`src/rtl/vector_cache_pkg.sv`:
```
`default_nettype none
// +----------------------------------------------------------------------------+
// | vector_cache_pkg                                                           |
// | Shared types for the vector cache read-data path: upstream data payload,   |
// | transaction id and read-data master buffer sizing.                         |
// | Rev 1.0 - initial read-data master buffer types                            |
// +----------------------------------------------------------------------------+
package vector_cache_pkg;

  localparam int MASTER_ID_W = 2;
  localparam int TXN_ID_W    = 6;
  localparam int DATA_W      = 32;

  typedef struct packed {
    logic [MASTER_ID_W-1:0] master_id;
    logic [TXN_ID_W-1:0]    id;
  } txnid_t;

  typedef struct packed {
    txnid_t              txnid;
    logic [DATA_W-1:0]   data;
    logic                last;
  } us_data_pld_t;

  // Default entry count of each per-master read-data buffer
  localparam int RD_DATA_BUF_DEPTH = 4;

  typedef logic [$clog2(RD_DATA_BUF_DEPTH+1)-1:0] rd_buf_cnt_t;

endpackage
`default_nettype wire

```
`src/rtl/vec_cache_rd_data_buf_mem.sv`:
```
`default_nettype none
// +----------------------------------------------------------------------------+
// | vec_cache_rd_data_buf_mem                                                  |
// | DEPTH x us_data_pld_t register array, one synchronous write port and one   |
// | asynchronous read port. Contents are intentionally not reset.              |
// | Rev 1.0 - initial version                                                  |
// +----------------------------------------------------------------------------+
module vec_cache_rd_data_buf_mem
  import vector_cache_pkg::*;
#(
  parameter int DEPTH  = RD_DATA_BUF_DEPTH,
  parameter int ADDR_W = $clog2(DEPTH)
) (
  input  logic              clk,
  input  logic              we_i,
  input  logic [ADDR_W-1:0] waddr_i,
  input  us_data_pld_t      wdata_i,
  input  logic [ADDR_W-1:0] raddr_i,
  output us_data_pld_t      rdata_o
);

  us_data_pld_t mem_q [DEPTH];

  // Write the incoming beat into the addressed entry
  always_ff @(posedge clk) begin
    if (we_i) begin
      mem_q[waddr_i] <= wdata_i;
    end
  end

  assign rdata_o = mem_q[raddr_i];

endmodule
`default_nettype wire

```
`src/rtl/vec_cache_rd_data_master_buffer.sv`:
```
`default_nettype none
// +----------------------------------------------------------------------------+
// | vec_cache_rd_data_master_buffer                                            |
// | Per-master read-data response FIFO behind the decode crossbar. Absorbs     |
// | routed beats, presents them with valid/ready and returns one credit per    |
// | beat handed to the master. Sticky overflow / misroute error flags.         |
// | Optional feature macro: VEC_CACHE_RD_BUF_BYPASS_EN (0-cycle empty bypass). |
// | Rev 1.0 - initial version                                                  |
// +----------------------------------------------------------------------------+
module vec_cache_rd_data_master_buffer
  import vector_cache_pkg::*;
#(
  parameter int DEPTH     = RD_DATA_BUF_DEPTH,
  parameter int MASTER_ID = 0
) (
  input  logic                         clk,
  input  logic                         rst_n,
  input  logic                         in_vld,
  input  us_data_pld_t                 in_pld,
  output logic                         out_vld,
  input  logic                         out_rdy,
  output us_data_pld_t                 out_pld,
  output logic                         credit_rtn,
  output logic [$clog2(DEPTH+1)-1:0]   free_cnt,
  output logic                         err_overflow,
  output logic                         err_misroute
);

  localparam int PTR_W = $clog2(DEPTH);
  localparam int CNT_W = $clog2(DEPTH+1);
  localparam logic [PTR_W-1:0]       c_PTR_LAST  = PTR_W'(DEPTH - 1);
  localparam logic [CNT_W-1:0]       c_DEPTH_CNT = CNT_W'(DEPTH);
  localparam logic [MASTER_ID_W-1:0] c_MASTER_ID = MASTER_ID_W'(MASTER_ID);

  logic [PTR_W-1:0] wr_ptr_q, wr_ptr_d;
  logic [PTR_W-1:0] rd_ptr_q, rd_ptr_d;
  logic [CNT_W-1:0] count_q, count_d;
  logic             err_overflow_q, err_overflow_d;
  logic             err_misroute_q, err_misroute_d;

  us_data_pld_t     w_mem_rdata;
  logic             w_empty;
  logic             w_full;
  logic             w_bypass;
  logic             w_bypass_take;
  logic             w_pop;
  logic             w_push;
  logic             w_mem_pop;

  assign w_empty = (count_q == '0);
  assign w_full  = (count_q == c_DEPTH_CNT);

`ifdef VEC_CACHE_RD_BUF_BYPASS_EN
  // Empty buffer: forward the incoming beat straight to the master
  assign w_bypass = w_empty && in_vld;
`else
  assign w_bypass = 1'b0;
`endif

  assign out_vld = !w_empty || w_bypass;
  assign out_pld = w_bypass ? in_pld : (w_empty ? '0 : w_mem_rdata);

  // A bypassed beat taken by the master in the same cycle never touches the FIFO
  assign w_pop         = out_vld && out_rdy;
  assign w_bypass_take = w_bypass && out_rdy;
  assign w_push        = in_vld && (!w_full || w_pop) && !w_bypass_take;
  assign w_mem_pop     = w_pop && !w_bypass_take;

  assign credit_rtn   = w_pop;
  assign free_cnt     = c_DEPTH_CNT - count_q;
  assign err_overflow = err_overflow_q;
  assign err_misroute = err_misroute_q;

  // Next-state for pointers (wrap after DEPTH-1), occupancy and sticky errors
  always_comb begin
    wr_ptr_d       = wr_ptr_q;
    rd_ptr_d       = rd_ptr_q;
    count_d        = count_q;
    err_overflow_d = err_overflow_q;
    err_misroute_d = err_misroute_q;

    if (w_push) begin
      wr_ptr_d = (wr_ptr_q == c_PTR_LAST) ? '0 : wr_ptr_q + 1'b1;
    end
    if (w_mem_pop) begin
      rd_ptr_d = (rd_ptr_q == c_PTR_LAST) ? '0 : rd_ptr_q + 1'b1;
    end

    case ({w_push, w_mem_pop})
      2'b10:   count_d = count_q + 1'b1;
      2'b01:   count_d = count_q - 1'b1;
      default: count_d = count_q;
    endcase

    if (in_vld && w_full && !w_pop) begin
      err_overflow_d = 1'b1;
    end
    if (in_vld && (in_pld.txnid.master_id != c_MASTER_ID)) begin
      err_misroute_d = 1'b1;
    end
  end

  // State registers; buffered beats are discarded by reset
  always_ff @(posedge clk or negedge rst_n) begin
    if (!rst_n) begin
      wr_ptr_q       <= '0;
      rd_ptr_q       <= '0;
      count_q        <= '0;
      err_overflow_q <= 1'b0;
      err_misroute_q <= 1'b0;
    end else begin
      wr_ptr_q       <= wr_ptr_d;
      rd_ptr_q       <= rd_ptr_d;
      count_q        <= count_d;
      err_overflow_q <= err_overflow_d;
      err_misroute_q <= err_misroute_d;
    end
  end

  vec_cache_rd_data_buf_mem #(
    .DEPTH  (DEPTH),
    .ADDR_W (PTR_W)
  ) u_mem (
    .clk     (clk),
    .we_i    (w_push),
    .waddr_i (wr_ptr_q),
    .wdata_i (in_pld),
    .raddr_i (rd_ptr_q),
    .rdata_o (w_mem_rdata)
  );

endmodule
`default_nettype wire

```
`config.mk`:
```
export PLATFORM = sky130hd
export DESIGN_NAME = vec_cache_rd_data_master_buffer
export DESIGN_NICKNAME = d
export VERILOG_FILES = /design/src/rtl/vector_cache_pkg.sv /design/src/rtl/vec_cache_rd_data_buf_mem.sv /design/src/rtl/vec_cache_rd_data_master_buffer.sv
export SDC_FILE = /design/constraint.sdc
export NUM_CORES = 1
export LEC_CHECK = 0
export BUFFER_PORTS_ARGS = -buffer_cell sky130_fd_sc_hd__buf_2
export CAP_MARGIN = 20
export CORE_MARGIN = 2
export CORE_UTILIZATION = 41
export CTS_CLUSTER_DIAMETER = 30
export CTS_CLUSTER_SIZE = 20
export DETAILED_ROUTE_END_ITERATION = 12
export GPL_TIMING_DRIVEN = 0
export PLACE_DENSITY = 0.72
export SLEW_MARGIN = 10
export SYNTH_ARGS = -nofsm -noshare
export SYNTH_HDL_FRONTEND = slang
export SYNTH_HIERARCHICAL = 1
export SYNTH_SLANG_ARGS = --single-unit
```
`constraint.sdc`:
```
create_clock -name clk -period 14.2 [get_ports clk]
set_clock_uncertainty 0.2 [all_clocks]
set_input_delay 4.26 -clock clk [delete_from_list [all_inputs] [get_ports clk]]
set_output_delay 4.26 -clock clk [all_outputs]
set_load 0.05 [all_outputs]
```
==> results of run 1 <==
## final timing paths
check / start / to / slack, ns / depth (start not counted)
max: out_rdy / credit_rtn / 4.95 / 4
min: err_misroute / err_misroute / 0.28 / 1
max reg2reg: count_q[0] / u_mem/mem_q[0][24] / 11.25 / 8
min reg2reg: err_misroute / err_misroute / 0.28 / 1
max in group asynchronous: rst_n / rd_ptr_q[1] / 10.13 / 1
min in group asynchronous: rst_n / count_q[0] / 3.48 / 1
## through the flow
stage          instances  setup slack [ns]
3_3_place_gp         618              3.19
4_1_cts              657              4.94
6_report             658              4.95
3_5_place_dp         626              4.94
5_1_grt              657              4.92
2_1_floorplan        306              5.08
## layout make-up
type	instances	area, um^2
Timing Repair Buffer	100	566
Sequential cell	173	5150
Fill cell	1386	8180
Clock buffer	18	429
Inverter	8	30.0
Multi-Input combinational cell	110	1470
Buffer	15	138
Clock inverter	13	103
Tap cell	220	275
Antenna cell	1	2.50
## metal layers
metal / global-route usage, % / vias to the layer above / wire length [um]
met1: 18.1 / 1627 / 5140
met3: 3.95 / 14 / 566
met5: 0 / - / 0
li1: - / 1462 / -
met4: 6.09 / 0 / 205
met2: 24.4 / 72 / 6260
## cells in the mapped netlist, drive strengths merged (3+ instances only)
cell | instances | area, um^2
edfxtp | 164 | 4920
mux4 | 41 | 927
nor2b | 39 | 244
buf | 11 | 123
dfrtp | 9 | 225
inv | 8 | 30.0
ha | 6 | 75.1
clkbuf | 4 | 15.0
mux2 | 3 | 41.3
## cells by family after synthesis
group | synth area share [%]
DFF | 75.9
and+or+nand+nor | 4.85
muxes | 14.3
buffers and inverters | 2.47
adders and majority gates | 1.40
AOI/OAI and AO/OA | 0.683
xor gates and xnor gates | 0.387
## critical path, stage by stage
cell and delay [ns]:
buf_2 0.10, nand2b_4 0.09, inv_1 0.09, buf_2 0.26
## flip-flops by register name (all words and copies together), names as in the netlist
name / flops
u_mem/mem_q: 164
err_overflow: 1
count_q: 3
err_misroute: 1
wr_ptr_q: 2
rd_ptr_q: 2
==> impl_results.md, run 1 <==
* Outcome: finished clean
* Most common cell after layout, fill and taps aside: edfxtp_1
* Router iterations before antenna repair at 4
* I/O Pins at 93
* Clock tree buffer depth at 2
* Synth Warn # at 6
* Worst Path Arrival at 4.79 ns
* Vias per cell at about 4.8
* Max Freq at between 100 and 150 MHz
* Final instance area at just over 8000 um^2
* DIE AREA at about 18,000 um^2
* Hold Vio Cnt, Final at 0
* DR WL/cell at 18.5 um
* Worst hold slack at 0.277 ns
* Tmin final at 9.25 ns
* Critical Path Sink Type: output port
* Post-CTS Setup Inserts at 0
* Core region area at 16,300 um^2
* Area grow syn2layout at 20.4%
* CTS root buf: clkbuf_16
* Largest net degree at the start of global routing at 29
* Initial Util at 41.5%
* WP data required at 9.74 ns
* Worst-path fanout max at 6
* First-pass GRT wire length at 18,800 um
* Via count at 3,175
* Detailed placement HPWL at 7930 um
* Htree depth at 4
* DRT Wirelength at 12,200 um
* Final Core Density at 50.0%
* RSZ-0062 raised after global routing: false
* # DRC at 0
* Worst min path class: reg2reg
* Worst setup SP type: primary input
* Commonest non-fill, non-tap cells in the layout: edfxtp_1 (164), buf_2 (96), mux4_2 (40)
* Port bufs at slightly above 90
* Post-synthesis cell type count at 31
* Clk Latency, worst-skew pair at 0.42 ns
* Gpl congestion at around 0.67
* Vias in the first global route at roughly 3,500
* Yosys reg bits at about 170
* WS Path Type: in2out
* Cell area after synthesis at 6780 um^2
* Die span in x at 133 um
* Detail Route Antenna Nets at 0
* Slew Limit Fails at 0
* Register area share after synthesis at 75.9%
* Max-cap violations at 0
* Gr usage total at 14.6%
* Syn Nets at about 360
* Synth async-reset ratio at 5.20%
* Area after DPL at between 7000 and 8000 um^2
* Starting DRT DRC Count at ~190
* Setup-failing EPs final at 0
* Die height at 133 um
* Layout cells sized above 1 at 43.7%
* Clock Sinks at 173
* CTS tree: yes
* Post-CTS Hold Fix Bufs at 0
* Setup_tns at 0 ns
* FP Rows at 47
* GR Overflow Total at 0
* Syn Inst Count at 306
* Cts repair resizes at 0
* Fin nets at 477
* EDFF count, synth at around 160
* Clk pin slew, worst setup/hold paths at 0.06 ns
* Final period util at 65.2%
* Avg Cell Area, Syn at around 22 um^2
* Initial antenna violation count at 0
* Measured slew at the worst slew-check pin at around 0.55 ns
* Worst relative slew slack at 63.6%
* CTS buffer count at 17
* Prevailing post-synth register cell: edfxtp_1
Power of run 1 is left out: the tool's default activity adds up to more than one toggle a clock period on the data nets, which glitch-free logic cannot reach.
==> inputs of run 2 (changes only) <==
Settings changed: ABC_AREA set to 1, PLACE_DENSITY 0.72 to 0.74.
Clock period 14.2 ns to 7.7 ns, I/O delays scaled along.
==> impl_results.md, run 2 <==
* CTS buffer count at 17 (unchanged)
* Die span in x at 142 um (+7.2%)
* Largest register by flop count: u_mem/mem_q
* Slowest-stage cell, CP: buf_2
* Hold Vio Cnt, Final at 0 (unchanged)
* WP data required at 5.19 ns (-4.55 ns)
* # DRC at 0 (unchanged)
* Cell area after synthesis at 7830 um^2 (+15%)
* Largest register FFs at 164 (unchanged)
* Gr usage total at 17.6% (+3.0 points)
* Biggest regs: u_mem/mem_q (164), count_q (3)
* Starting DRT DRC Count at 375 (+100%)
* FILL cells at 1,666 (+20%)
* Adder-cell share of the synthesized area at 1.21% (-0.19 points)
* Core region area at 18,700 um^2 (+14%)
* Cts repair resizes at 0 (unchanged)
* DIE AREA at 20,200 um^2 (+15%)
* Most common cell after layout, fill and taps aside: nand2_1
* Clock Sinks at 173 (unchanged)
* Detail Route Antenna Nets at 0 (unchanged)
* I/O Pins at 93 (unchanged)
* Worst relative slew slack at 36.3% (-27 points)
* Worst-path fanout max at 5 (-1)
* CTS root buf: clkbuf_16
* EDFF count, synth at 164 (unchanged)
* GR Overflow Total at 0 (unchanged)
* Slew Limit Fails at 0 (unchanged)
* Fin nets at 976 (+100%)
* Post-CTS Setup Inserts at 0 (unchanged)
* Clk Latency, worst-skew pair at 0.42 ns (about the same)
* Syn Nets at 847 (+140%)
* Synth async-reset ratio at 5.20% (unchanged)
* Final instance area at 9340 um^2 (+14%)
* Outcome: finished clean
* Prevailing post-synth register cell: edfxtp_1
* Max Freq at 187 MHz
* Multiplexer share of the synthesized area at 0% (-14 points)
* Slowest cell delay on critical path at 0.27 ns (about the same)
* Initial Util at 41.9% (+0.37 points)
* Largest cells by area after synthesis: edfxtp_1 (63%), nand2_1 (11%), inv_1 (10%)
* Top cell type's share of synthesized area at 62.9% (-9.7 points)
* Largest net degree at the start of global routing at 17 (-41%)
* Synth Area in Compound Gates at 0.224% (-0.46 points)
* CTS tree: yes
* Router iterations before antenna repair at 7 (+3)
* Clock tree buffer depth at 2 (unchanged)
* Max-cap violations at 0 (unchanged)
* Worst min path class: reg2reg
* Area leader, netlist: edfxtp_1
* Avg Cell Area, Syn at 9.85 um^2 (-56%)
* WS Path Type: in2out
* CP bufs+invs at 3 (unchanged)
* DR WL/cell at 14.5 um (-22%)
* Worst setup SP type: primary input
* Most common cell in the netlist: nand2_1
* CP Cell Sequence: buf_2 > nand2_4 > inv_2 > buf_2
* Via count at 5,289 (+67%)
* RSZ-0062 raised after global routing: false
* Setup-failing EPs final at 0 (unchanged)
* Vias per cell at 4.51 (-6.6%)
* Die height at 142 um (+7.2%)
* Port bufs at 92 (unchanged)
* Area share of and/or/nand/nor cells after synthesis at 18.9% (+14 points)
* Synth top cells by count: nand2_1 (222), inv_1 (217), edfxtp_1 (164), nand3_1 (85), nor2_1 (43)
* Syn Inst Count at 795 (+160%)
* Multi-input gate area at 1620 um^2 (+10%)
* Post-CTS Hold Fix Bufs at 0 (unchanged)
* Critical Path Sink Type: output port
* Synth Warn # at 6 (unchanged)
* Worst Path Arrival at 2.84 ns (-1.95 ns)
* Clk pin slew, worst setup/hold paths at 0.06 ns (about the same)
* Detailed placement HPWL at 11,500 um (+46%)
* Measured slew at the worst slew-check pin at 0.951 ns (+0.405 ns)
* Layout cells sized above 1 at 19.2% (-24 points)
* Register area share after synthesis at 65.8% (-10 points)
* Tmin final at 5.35 ns
* Synth Area in XOR/XNOR at 0.112% (-0.28 points)
* Cell mode on critical path: buf_2
* Final period util at 69.5%
* Top cell family by delay on the critical path: buffers and inverters
* DRT Wirelength at 17,000 um (+39%)
* Yosys reg bits at 173 (unchanged)
* Area after DPL at 8780 um^2 (+15%)
* Commonest non-fill, non-tap cells in the layout: nand2_1 (222), inv_1 (217), edfxtp_1 (164)
* Post-synthesis cell type count at 20 (-35%)
* Area grow syn2layout at 19.3%
* Initial antenna violation count at 2 (+2)
* Htree depth at 4 (unchanged)
* First-pass GRT wire length at 26,500 um (+41%)
* FF+latch area at 5150 um^2 (unchanged)
* Vias in the first global route at 5,360 (+55%)
* Largest family of logic cells by synthesized area: simple AND/OR/NAND/NOR gates
* FP Rows at 50 (+6.4%)
* Gpl congestion at 0.756 (+12%)
## run 2: changes by cell type after synthesis, moves of 39 or more
cell / change
nand2_1: +221
nand3_1: +85
mux4_2: -40
nor2_1: +41
nor2b_1: -39
inv_1: +209
## run 2: path summary, 6_finish.rpt
check | startpoint | endpoint | slack (ns) | cells after the start
max in group asynchronous | rst_n | rd_ptr_q[1] | 5.58 | 1
min in group asynchronous | rst_n | err_misroute | 1.54 | 1
setup reg to reg | count_q[0] | u_mem/mem_q[2][37] | 4.54 | 13
hold / removal | err_misroute | err_misroute | 0.26 | 2
hold reg to reg | err_misroute | err_misroute | 0.26 | 2
setup / recovery | out_rdy | credit_rtn | 2.35 | 4
## run 2: cell type report
class	instances	share of cell area (%)
Sequential cell	173	55.1
Multi-Input combinational cell	369	17.4
Inverter	221	8.92
Timing Repair Buffer	110	6.82
Clock buffer	18	4.59
Tap cell	234	3.13
Buffer	32	2.63
Clock inverter	13	1.34
Antenna cell	3	0.0804
## run 2: routing by layer
layer	vias up	global-route usage [%]	share of wire, %
met1	2425	20.3	41
met4	0	7.37	2.0
met2	147	31.2	51
met5	-	0	0
met3	23	4.44	6.0
li1	2694	-	-
## run 2: logic make-up after synthesis
| family | after synthesis |
|---|---|
| and+or+nand+nor | 358 |
| AOI/OAI and AO/OA | 3 |
| buffers and inverters | 253 |
| xor gates and xnor gates | 1 |
| adders and majority gates | 7 |
| DFF | 173 |
## run 2: worst register-to-register path, stage by stage (launching register included)
cell and delay (ns):
dfrtp_1 0.38, inv_1 0.09, ha_1 0.24, ha_1 0.20, buf_6 0.14, inv_4 0.06, nand2_4 0.06, nand2_4 0.08
nand2_4 0.06, inv_1 0.05, inv_1 0.09, nor3_2 0.73, buf_4 0.34, buf_6 0.16
## run 2: metrics by stage
step | setup slack (ns) | util, % | cells | hold WS [ns] | TNS, ns
4_1_cts | 2.34 | 49.9 | 1170 | 0.262 | 0
5_1_grt | 2.32 | 49.9 | 1171 | 0.281 | 0
3_3_place_gp | -0.906 | 45.9 | 1121 | 0.243 | -113.54
3_5_place_dp | 2.34 | 46.9 | 1139 | 0.245 | 0
2_1_floorplan | 1.61 | - | 795 | 0.250 | 0
6_report | 2.35 | 49.9 | 1173 | 0.257 | 0
Power of run 2 is left out for the same reason.
==> inputs of run 3 (changes only) <==
Settings changed: ABC_AREA 1 to 0, PLACE_DENSITY 0.74 to 0.72.
Clock period 7.7 ns to 5.1 ns, I/O delays scaled along.
==> impl_results.md, run 3 (synthesis results as in run 1) <==
* Outcome: finished clean
* Multi-input gate area at 1480 um^2 (-8.7%)
* CP bufs+invs at 3 (unchanged)
* DIE AREA at 17,600 um^2 (-13%)
* WP data required at 3.37 ns (-1.82 ns)
* Post-CTS Hold Fix Bufs at 0 (unchanged)
* Die span in x at 133 um (-6.7%)
* RSZ-0062 raised after global routing: false
* Largest net degree at the start of global routing at 27 (+10)
* Setup ws final at 0.965 ns (-1.38 ns)
* Hold Vio Cnt, Final at 0 (unchanged)
* Vias in the first global route at 3,553 (-34%)
* Critical Path Sink Type: output port
* GR Overflow Total at 0 (unchanged)
* Vias per cell at 4.90 (+8.8%)
* Layout cells sized above 1 at 44.0% (+25 points)
* Most common cell after layout, fill and taps aside: edfxtp_1
* Router iterations before antenna repair at 4 (-3)
* Largest register by flop count: u_mem/mem_q
* Worst relative slew slack at 59.5% (+23 points)
* First-pass GRT wire length at 18,800 um (-29%)
* Gpl congestion at 0.687 (-9.2%)
* Detailed placement HPWL at 7610 um (-34%)
* Measured slew at the worst slew-check pin at 0.607 ns (-0.343 ns)
* Cell mode on critical path: ha_1
* Max Freq at 242 MHz
* Final period util at between 80% and 90%
* Slew Limit Fails at 0 (unchanged)
* Post-CTS Setup Inserts at 0 (unchanged)
* Htree depth at 4 (unchanged)
* Antenna Cells at 0 (-3)
* Biggest regs: u_mem/mem_q (164), count_q (3)
* Final instance area at 8210 um^2 (-12%)
* CTS root buf: clkbuf_16
* Worst-path fanout max at 10 (+5)
* Gr usage total at 14.3% (-3.3 points)
* FILL cells at 1,374 (-18%)
* Area after DPL at 7640 um^2 (-13%)
* # DRC at 0 (unchanged)
* CTS tree: yes
* Detail Route Antenna Nets at 0 (unchanged)
* Dpl ws at 1.30 ns (-1.04 ns)
* Clk Latency, worst-skew pair at 0.41 ns (about the same)
* Slowest-stage cell, CP: clkbuf_1
* FF+latch area at 5150 um^2 (unchanged)
* Tmin final at 4.14 ns
* Via count at 3,217 (-39%)
* Commonest non-fill, non-tap cells in the layout: edfxtp_1 (164), buf_2 (96), mux4_2 (40)
* Worst hold slack at 0.275 ns (+0.0183 ns)
* Initial Util at 41.5% (-0.37 points)
* Worst setup SP type: flop
* Fin nets at 475 (-51%)
* Die height at 133 um (-6.7%)
* Worst Path Arrival at 2.41 ns (-0.43 ns)
* Area grow syn2layout at 21.1%
* Clock Sinks at 173 (unchanged)
* Max-cap violations at 0 (unchanged)
* Core region area at 16,300 um^2 (-13%)
* Slowest cell delay on critical path at 0.50 ns (+0.23 ns)
* WS Path Type: reg2out
* DR WL/cell at 18.1 um (+25%)
* I/O Pins at 93 (unchanged)
* CP Cell Sequence: inv_1 > ha_1 > ha_1 > clkbuf_1 > nor2b_1 > buf_2
* Initial antenna violation count at 0 (-2)
* FP Rows at 47 (-6.0%)
* Cts repair resizes at 0 (unchanged)
* Worst min path class: reg2reg
* Starting DRT DRC Count at 162 (-57%)
* Clk pin slew, worst setup/hold paths at 0.06 ns (about the same)
* CTS buffer count at 17 (unchanged)
* DRT Wirelength at 11,900 um (-30%)
* Largest register FFs at 164 (unchanged)
* Clock tree buffer depth at 2 (unchanged)
* Setup-failing EPs final at 0 (unchanged)
* Port bufs at 92 (unchanged)
* Top cell family by delay on the critical path: buffers and inverters
## run 3: routing by layer
metal | global-route usage, % | vias up | part of all wire [%]
li1 | - | 1466 | -
met1 | 18.3 | 1660 | 44
met2 | 23.5 | 78 | 51
met3 | 3.95 | 13 | 4.0
met4 | 5.56 | 0 | 1.4
met5 | 0 | - | 0
## run 3: final cells by class
type / instances / share of cell area (%)
well taps: 220 / 3.35
plain buffers: 15 / 1.68
inverters: 8 / 0.366
flip-flops and latches: 173 / 62.7
multi-input cells: 110 / 18.0
repair buffers: 98 / 6.89
clock buffers: 17 / 5.18
clock inverters: 15 / 1.80
## run 3: metrics by stage
step / cells / TNS [ns] / util, %
floorplan: 306 / 0 / -
global placement: 618 / -18.86 / 46.0
detailed placement: 624 / 0 / 46.7
CTS: 656 / 0 / 50.2
global route: 656 / 0 / 50.2
finish: 656 / 0 / 50.2
## run 3: path summary, 6_finish.rpt
kind | from | end | slack [ns] | depth (start not counted)
max | count_q[0] | out_pld[35] | 0.96 | 6
min | err_overflow | err_overflow | 0.28 | 1
max reg2reg | count_q[0] | u_mem/mem_q[0][14] | 2.06 | 8
min reg2reg | err_overflow | err_overflow | 0.28 | 1
max in group asynchronous | rst_n | rd_ptr_q[0] | 3.75 | 1
min in group asynchronous | rst_n | err_overflow | 0.76 | 1
Power of run 3 is left out for the same reason.
